<file path="src/rtl/tomasulo_pkg.sv">
// Shared types and widths for the Tomasulo execution units and the CDB.
package tomasulo_pkg;
    localparam int TAG_W = 6;
    localparam int XLEN  = 32;

    typedef enum logic [1:0] {
        MUL    = 2'd0,
        MULH   = 2'd1,
        MULHSU = 2'd2,
        MULHU  = 2'd3
    } mul_func_t;
endpackage

</file>
<file path="src/rtl/result_fifo.sv">
// In-order result buffer: 1-cycle write-to-head latency, push and pop allowed on the same edge.
// No internal backpressure; the producer's credit scheme must keep pushes within DEPTH.
module result_fifo #(
    parameter int DEPTH = 4,
    parameter int WIDTH = 38
) (
    input  logic             clk,
    input  logic             rst,
    input  logic             push,
    input  logic [WIDTH-1:0] push_dat,
    input  logic             pop,
    output logic [WIDTH-1:0] head,
    output logic             empty,
    output logic             full
);
    localparam int PW = (DEPTH > 1) ? $clog2(DEPTH) : 1;
    localparam int CW = $clog2(DEPTH + 1);

    logic [WIDTH-1:0] mem [DEPTH];
    logic [PW-1:0]    wr_ptr;
    logic [PW-1:0]    rd_ptr;
    logic [CW-1:0]    count;

    // Pointers wrap at DEPTH, which need not be a power of two.
    function automatic logic [PW-1:0] ptr_next(input logic [PW-1:0] p);
        return (p == PW'(DEPTH - 1)) ? '0 : p + 1'b1;
    endfunction

    always_ff @(posedge clk) begin
        if (rst) begin
            wr_ptr <= '0;
            rd_ptr <= '0;
            count  <= '0;
        end else begin
            if (push) begin
                mem[wr_ptr] <= push_dat;
                wr_ptr      <= ptr_next(wr_ptr);
            end
            if (pop) begin
                rd_ptr <= ptr_next(rd_ptr);
            end
            count <= count + CW'(push) - CW'(pop);
        end
    end

    assign head  = mem[rd_ptr];
    assign empty = (count == '0);
    assign full  = (count == CW'(DEPTH));
endmodule

</file>
<file path="src/rtl/mul_exec_unit.sv">
// RV32M multiply unit: LATENCY pipeline stages into a result buffer, publish on CDB request/grant.
// Accept-to-publish is LATENCY+1 cycles; ex_done is withheld once pipeline plus buffer hold RB_DEPTH ops.
module mul_exec_unit
    import tomasulo_pkg::*;
#(
    parameter int LATENCY  = 3,
    parameter int RB_DEPTH = 4
) (
    input  logic             clk,
    input  logic             rst,
    input  logic             issue_valid,
    input  logic [XLEN-1:0]  issue_op1,
    input  logic [XLEN-1:0]  issue_op2,
    input  logic [TAG_W-1:0] issue_tag,
    input  logic [1:0]       issue_func,
    output logic             ex_done,
    output logic             cdb_req,
    input  logic             cdb_grant,
    output logic [TAG_W-1:0] cdb_tag,
    output logic [XLEN-1:0]  cdb_data,
    output logic             cdb_data_valid
);
    localparam int CW = $clog2(RB_DEPTH + 1);

    logic [CW-1:0]        cnt;
    logic                 pop;
    mul_func_t            func;
    logic                 sx1;
    logic                 sx2;
    logic [2*XLEN-1:0]    op1_ext;
    logic [2*XLEN-1:0]    op2_ext;
    logic [2*XLEN-1:0]    prod;

    logic [LATENCY-1:0]   stg_vld;
    logic [2*XLEN-1:0]    stg_prod [LATENCY];
    logic [TAG_W-1:0]     stg_tag  [LATENCY];
    mul_func_t            stg_func [LATENCY];

    logic [XLEN-1:0]      last_res;
    logic [TAG_W+XLEN-1:0] rb_head;
    logic                 rb_empty;
    logic                 rb_full;

    assign cdb_req        = !rst & !rb_empty;
    assign cdb_data_valid = cdb_req & cdb_grant;
    assign pop            = cdb_data_valid;
    // A pop in this cycle frees the slot the new op will eventually need.
    assign ex_done        = !rst & issue_valid & ((cnt < CW'(RB_DEPTH)) | cdb_data_valid);
    assign cdb_tag        = cdb_req ? rb_head[XLEN +: TAG_W] : '0;
    assign cdb_data       = cdb_req ? rb_head[XLEN-1:0]      : '0;

    // Sign-extending to 64 bits keeps the low 64 product bits exact for every signedness mix.
    assign func    = mul_func_t'(issue_func);
    assign sx1     = (func == MULH) || (func == MULHSU);
    assign sx2     = (func == MULH);
    assign op1_ext = {{XLEN{sx1 & issue_op1[XLEN-1]}}, issue_op1};
    assign op2_ext = {{XLEN{sx2 & issue_op2[XLEN-1]}}, issue_op2};
    assign prod    = op1_ext * op2_ext;

    always_ff @(posedge clk) begin
        if (rst) begin
            cnt     <= '0;
            stg_vld <= '0;
        end else begin
            cnt        <= cnt + CW'(ex_done) - CW'(pop);
            stg_vld[0] <= ex_done;
            for (int k = 1; k < LATENCY; k++) begin
                stg_vld[k] <= stg_vld[k-1];
            end
        end
    end

    always_ff @(posedge clk) begin
        stg_prod[0] <= prod;
        stg_tag[0]  <= issue_tag;
        stg_func[0] <= func;
        for (int k = 1; k < LATENCY; k++) begin
            stg_prod[k] <= stg_prod[k-1];
            stg_tag[k]  <= stg_tag[k-1];
            stg_func[k] <= stg_func[k-1];
        end
    end

    assign last_res = (stg_func[LATENCY-1] == MUL) ? stg_prod[LATENCY-1][XLEN-1:0]
                                                   : stg_prod[LATENCY-1][2*XLEN-1:XLEN];

    result_fifo #(
        .DEPTH (RB_DEPTH),
        .WIDTH (TAG_W + XLEN)
    ) u_rb (
        .clk      (clk),
        .rst      (rst),
        .push     (stg_vld[LATENCY-1]),
        .push_dat ({stg_tag[LATENCY-1], last_res}),
        .pop      (pop),
        .head     (rb_head),
        .empty    (rb_empty),
        .full     (rb_full)
    );

    always_ff @(posedge clk) begin
        if (!rst) begin
            assert (!(rb_full && stg_vld[LATENCY-1] && !pop));
        end
    end
endmodule
</file>
<file path="config.mk">
export PLATFORM = sky130hd
export DESIGN_NAME = mul_exec_unit
export DESIGN_NICKNAME = d
export VERILOG_FILES = /design/src/rtl/tomasulo_pkg.sv /design/src/rtl/result_fifo.sv /design/src/rtl/mul_exec_unit.sv
export SDC_FILE = /design/constraint.sdc
export NUM_CORES = 2
export LEC_CHECK = 0
export CORE_ASPECT_RATIO = 1.4
export CORE_UTILIZATION = 45
export DETAILED_ROUTE_END_ITERATION = 6
export MAX_ROUTING_LAYER = met4
export PLACE_DENSITY = 0.75
export SLEW_MARGIN = 10
export SYNTH_ARGS = -nofsm -noshare
export SYNTH_HDL_FRONTEND = slang
export SYNTH_SLANG_ARGS = --single-unit
export TNS_END_PERCENT = 50
</file>
<file path="constraint.sdc">
create_clock -name clk -period 9.25 [get_ports clk]
set_clock_uncertainty 0.2 [all_clocks]
set_input_delay 1.85 -clock clk [delete_from_list [all_inputs] [get_ports clk]]
set_output_delay 1.85 -clock clk [all_outputs]
set_load 0.02 [all_outputs]
</file>
# Word-level counts from Yosys, hierarchy flattened
# Memories as Yosys holds them, arrays and structs flattened. A register that Yosys moved wholly into a read port is not among the register bits.
# Index checks and enable logic that the tools add are counted.
# Widths: inputs -> output; s select.
classes:
  n_mux: 10
  bitwise_logic: 7
  n_mul: 1
  eq_ne: 4
  n_lt_le_gt_ge: 1
  reduce_logical: 5
  addsub: 6
ops:
  columns: ["op", "count"]
  rows:
  - ["$mul 33x33->64", 1]
  - ["$mux 32", 2]
  - ["$mux 2", 4]
  - ["$add 3x1->3", 2]
  - ["$and 1x1->1", 6]
  - ["$eq 2x2->1 const B", 3]
  - ["$mux 6", 1]
  - ["$sub 3x1->3", 2]
  - ["$add 2x1->2 const B", 2]
  - ["$logic_not 3->1", 1]
  - ["$lt 3x3->1 const B", 1]
  - ["$mux 1", 3]
  - ["$eq 2x1->1 const B", 1]
  - ["$logic_not 1->1", 2]
  - ["$logic_not 2->1", 1]
  - ["$logic_or 1x1->1", 1]
  - ["$or 1x1->1", 1]
word_totals:
  elab_cells: 43
  ram_bits: 368
  out_inout_bits: 41
  memories: 4
  in_bits: 76
  reg_bits: 13
mem_list:
  columns: ["memory", "words", "width", "read_ports", "rd_ports_with_merged_regs", "write_ports", "line", "source"]
  rows:
  - ["stg_prod", 3, 64, 3, 0, 3, "mul_exec_unit.sv:35", "logic [2*XLEN-1:0] stg_prod [LATENCY];"]
  - ["u_rb.mem", 4, 38, 1, 1, 1, "result_fifo.sv:19", "logic [WIDTH-1:0] mem [DEPTH];"]
  - ["stg_tag", 3, 6, 3, 0, 3, "mul_exec_unit.sv:36", "logic [TAG_W-1:0] stg_tag [LATENCY];"]
  - ["stg_func", 3, 2, 3, 0, 3, "mul_exec_unit.sv:37", "mul_func_t stg_func [LATENCY];"]

# Depth between registers and ports, before layout
depth:
  word_depth: 8
  ltp_mapped: 31
  depth_no_buf: 29

# Modules after synthesis
# Synthesis repeated with hierarchy kept, for this count alone.
hier_totals:
  hier_cells: 4812
  area_unflattened_um2: 49094.6
by_module_without_submodules:
  columns: ["mod", "area_each_um2", "cells_each", "instances", "seq_area_each_um2"]
  rows:
  - ["mul_exec_unit", 43136.4, 4570, 1, 4444.3]
  - ["result_fifo", 5958.2, 242, 1, 4744.6]

# Least setup slack after synthesis
# No wires, ideal clock.
synth_timing:
  path_type: "input to register"
  from: "input port issue_func[1]"
  to: "memory stg_prod[0][57] (netlist bit)"
  slack_ps: -631
  required_time_ps: 8923
  n_path_buf: 1
  arrival_ps: 9553
  stages: 26
  path_cell_list: "inv_1 > ha_1 > nor2b_1 > clkbuf_1 > nand2_1 > inv_1 > fa_1 > inv_1 > fa_1 > inv_1 > fa_1 > fa_1 > inv_1 > fa_1 > fa_1 > fa_1 > fa_1 > inv_1 > ha_1 > a2111oi_1 > o211a_1 > a221oi_1 > a2111o_1 > a31o_1 > a221o_1 > xor2_1"
synth_rtl:
  columns: ["item", "line", "source"]
  rows:
  - ["start: declaration", "mul_exec_unit.sv:15", "input logic [1:0] issue_func,"]
  - ["end: declaration", "mul_exec_unit.sv:35", null]

==> flow_metrics.env <==
export IMPL_status="completed"
export IMPL_drt_drc_violations_left=0
export IMPL_top_level_ports=117
export IMPL_netlist_area_leader_share=0.459
export IMPL_critical_path_startpoint_type="primary input"
export IMPL_cts_tree="yes"
export IMPL_avgRoutedWirePerCell_um=20.9
export IMPL_synth_enable_flop_cells=152
export IMPL_clock_tree_sinks=383
export IMPL_placement_io_buffers=116
export IMPL_drv_slew=0
export IMPL_syn_to_final_growth_pct=20.1
export IMPL_grt_setup_unrepaired="yes"
export IMPL_routed_wirelength_mm=142
export IMPL_setup_tns_final_ns=0
export IMPL_fin_crit_sh=0.998
export IMPL_finalCriticalPeriod_ns=9.23
export IMPL_synth_area_top_cells="sky130_fd_sc_hd__fa_1 (46%), sky130_fd_sc_hd__dfxtp_1 (9.4%), sky130_fd_sc_hd__edfxtp_1 (9.3%), sky130_fd_sc_hd__inv_1 (9.1%), sky130_fd_sc_hd__nand2_1 (6.2%)"
export IMPL_cts_clk_slew_worst_paths_ns=0.06
export IMPL_globalRoute_totalOverflow=0
export IMPL_vias=35100
export IMPL_place_gp_congestion=0.966
export IMPL_detail_route_antenna_nets=0
export IMPL_post_synth_top_area_cell="sky130_fd_sc_hd__fa_1"
export IMPL_synth_flop_cell="sky130_fd_sc_hd__dfxtp_1"
export IMPL_setup_viol=0
export IMPL_final_layout_size_suffix_gt1_frac=0.159
export IMPL_clock_insertion_delay_worst_skew_ns=0.52
export IMPL_grt_usage=0.255
export IMPL_synth_commonest_cells="sky130_fd_sc_hd__inv_1 (1185), sky130_fd_sc_hd__fa_1 (1127), sky130_fd_sc_hd__nand2_1 (810)"
export IMPL_async_flop_share=0
export IMPL_number_of_global_route_vias_before_repair=38900
export IMPL_grt_first_pass_wirelength_mm=209
export IMPL_grt_max_degree=41
export IMPL_post_layout_utilization_of_the_core=0.544
export IMPL_hpwl_mm=110
export IMPL_crit_fanout=8
export IMPL_yosysSeqAreaShare=0.187
export IMPL_initial_core_util=0.453
export IMPL_number_of_inserted_filler_cells_in_the_final_layout=9250
export IMPL_antenna_found_initial=0
export IMPL_post_drt_via_cell_ratio=5.17
export IMPL_fmaxAchievable_mhz=108
export IMPL_clockBufferDepth=3
export IMPL_timing_final_ws_setup_ns=0.0229
export IMPL_n_antenna_cell=0
export IMPL_design_die_area_um2=110000
export IMPL_layout_area_seq_um2=9190
export IMPL_r2r_setup_slack_ns=6.06
export IMPL_fp_dieH_um=393
export IMPL_library_cells_used_by_synthesis=78
export IMPL_hold_class="flip-flop to flip-flop"
export IMPL_synthesis_nets=6224
export IMPL_drt_iter0_drc=2266
export IMPL_synth_ff_latch_count=383
export IMPL_cp_end_kind="flip-flop"
export IMPL_transition_time_at_the_pin_with_the_least_slew_margin_ns=1.13
export IMPL_final_hold_viol_count=0
export IMPL_crit_arrival_ns=9.44
export IMPL_dpl_cell_area_um2=56200
export IMPL_worst_ep_required_time_ns=9.46
export IMPL_drt_pre_antenna_iters=6
export IMPL_die_width_um=281
export IMPL_maxCapViolations=0
export IMPL_coreArea_um2=108000
export IMPL_final_area_um2=59000
export IMPL_synth_warning_count=0
export IMPL_syn_mean_instance_area_um2=10.2
export IMPL_clock_root_buffer="sky130_fd_sc_hd__clkbuf_16"
export IMPL_number_of_rows_created_at_floorplan=143
export IMPL_multi_input_area_um2=35100
export IMPL_synthMostInstantiatedCell="sky130_fd_sc_hd__inv_1"
export IMPL_timing_setup_critical_path_class="primary input to flip-flop"
export IMPL_synthesized_netlist_cell_count=4799
export IMPL_synth_area_um2=49100
export IMPL_dp_worst_setup_slack_ns=-1.07
export IMPL_layout_nets=6732
export IMPL_timing_slew_headroom=0.248
export IMPL_h_tree_depth=2
export IMPL_tritoncts_num_buffers=37
-- layout by cell type (no fill, tap or decap), types with 8 or more instances in the layout --
cell and instances:
sky130_fd_sc_hd__inv_1 1172, sky130_fd_sc_hd__fa_1 1108, sky130_fd_sc_hd__nand2_1 805, sky130_fd_sc_hd__buf_4 456
sky130_fd_sc_hd__and2_1 326, sky130_fd_sc_hd__dfxtp_1 229, sky130_fd_sc_hd__ha_1 209, sky130_fd_sc_hd__edfxtp_1 152
sky130_fd_sc_hd__buf_12 89, sky130_fd_sc_hd__clkdlybuf4s50_1 66, sky130_fd_sc_hd__clkbuf_16 62, sky130_fd_sc_hd__nor2_1 61
sky130_fd_sc_hd__a21oi_1 59, sky130_fd_sc_hd__xnor2_1 46, sky130_fd_sc_hd__mux4_2 38, sky130_fd_sc_hd__dlymetal6s2s_1 33
sky130_fd_sc_hd__mux2_2 32, sky130_fd_sc_hd__xor2_1 29, sky130_fd_sc_hd__a21o_1 24, sky130_fd_sc_hd__o21ai_0 19
sky130_fd_sc_hd__fa_2 19, sky130_fd_sc_hd__buf_6 19, sky130_fd_sc_hd__nand3_1 18, sky130_fd_sc_hd__clkbuf_2 13
sky130_fd_sc_hd__nand4_1 11, sky130_fd_sc_hd__inv_2 10, sky130_fd_sc_hd__o21bai_1 10, sky130_fd_sc_hd__and3_1 10
sky130_fd_sc_hd__or2_2 10, sky130_fd_sc_hd__ha_4 10, sky130_fd_sc_hd__nor3_1 9, sky130_fd_sc_hd__o21a_1 8
sky130_fd_sc_hd__nor2b_1 8
-- per-stage QoR --
step / hold slack [ns] / instances
4_1_cts: 0.121 / 6712
2_1_floorplan: 0.110 / 4799
6_report: 0.121 / 6785
3_3_place_gp: 0.110 / 6639
3_5_place_dp: 0.112 / 6639
5_1_grt: 0.129 / 6785
-- kinds of logic after synthesis --
logic type      count (synthesis)  synth area share
fa+ha+maj                    1349             0.516
buf+inv                      1420             0.109
mux                            72            0.0252
flops                         383             0.187
simple gates                 1296             0.121
compound gates                201            0.0284
xor+xnor                       78            0.0139
-- critical path, stage by stage --
cell and delay (ns):
sky130_fd_sc_hd__clkdlybuf4s15_1 0.30, sky130_fd_sc_hd__nor2b_4 0.20, sky130_fd_sc_hd__buf_12 0.14, sky130_fd_sc_hd__and2_4 0.15
sky130_fd_sc_hd__fa_2 0.61, sky130_fd_sc_hd__fa_2 0.48, sky130_fd_sc_hd__fa_2 0.61, sky130_fd_sc_hd__clkinvlp_4 0.11
sky130_fd_sc_hd__buf_12 0.14, sky130_fd_sc_hd__fa_1 0.51, sky130_fd_sc_hd__inv_2 0.04, sky130_fd_sc_hd__fa_1 0.48
sky130_fd_sc_hd__fa_1 0.56, sky130_fd_sc_hd__inv_1 0.06, sky130_fd_sc_hd__fa_1 0.44, sky130_fd_sc_hd__fa_1 0.50
sky130_fd_sc_hd__inv_2 0.04, sky130_fd_sc_hd__ha_4 0.21, sky130_fd_sc_hd__a21o_1 0.19, sky130_fd_sc_hd__a311o_1 0.40
sky130_fd_sc_hd__a21oi_4 0.20, sky130_fd_sc_hd__buf_6 0.13, sky130_fd_sc_hd__a221o_1 0.20, sky130_fd_sc_hd__buf_6 0.12
sky130_fd_sc_hd__o31ai_4 0.08, sky130_fd_sc_hd__a221o_2 0.37, sky130_fd_sc_hd__a211oi_2 0.24, sky130_fd_sc_hd__nor3_2 0.05
-- flip-flops by register name, summed over array words and instances, names as in the netlist, named ones only --
name / count
u_rb.mem: 152
stg_func: 6
stg_tag: 18
u_rb.rd_ptr: 2
stg_vld: 3
cnt: 3
stg_prod: 192
u_rb.wr_ptr: 2
u_rb.count: 3
-- final timing paths --
kind | cells after the start | from | to
worst max-delay path | 28 | issue_op1[31] | stg_prod[0][58]
worst min-delay path | 0 | stg_prod[0][14] | stg_prod[0][78]
worst max register to register | 12 | u_rb.count[1] | u_rb.count[2]
worst min register to register | 0 | stg_prod[0][14] | stg_prod[0][78]
-- timing repair --
| action | in CTS | in global routing |
|---|---|---|
| setup buffers | 6 | 51 |
| endpoints found under the setup margin | 17 | 21 |
| cloned | 0 | 24 |
| hold endpoints to repair | 0 | 0 |
| hold buffers | 0 | 0 |
| pin swaps | 15 | 88 |
| gates resized for setup | 25 | 147 |
-- per-layer routing --
metal	GRT usage	vias to the layer above	share of wire	wire, um
li1	-	15000	-	-
met1	0.269	17900	0.33	46600
met2	0.458	1490	0.51	73000
met3	0.0279	663	0.065	9250
met4	0.152	0	0.091	12900
met5	-	-	0	0
-- layout make-up --
| class | count | share of cell area |
|---|---|---|
| Tap cell | 1450 | 0.0308 |
| Multi-Input combinational cell | 2996 | 0.594 |
| Sequential cell | 383 | 0.156 |
| Clock buffer | 47 | 0.0172 |
| Timing Repair Buffer | 704 | 0.122 |
| Inverter | 1185 | 0.0757 |
| Clock inverter | 20 | 0.00397 |
Power is left out: the tool's default activity adds up to more than one toggle a clock period on the data nets, which glitch-free logic cannot reach.
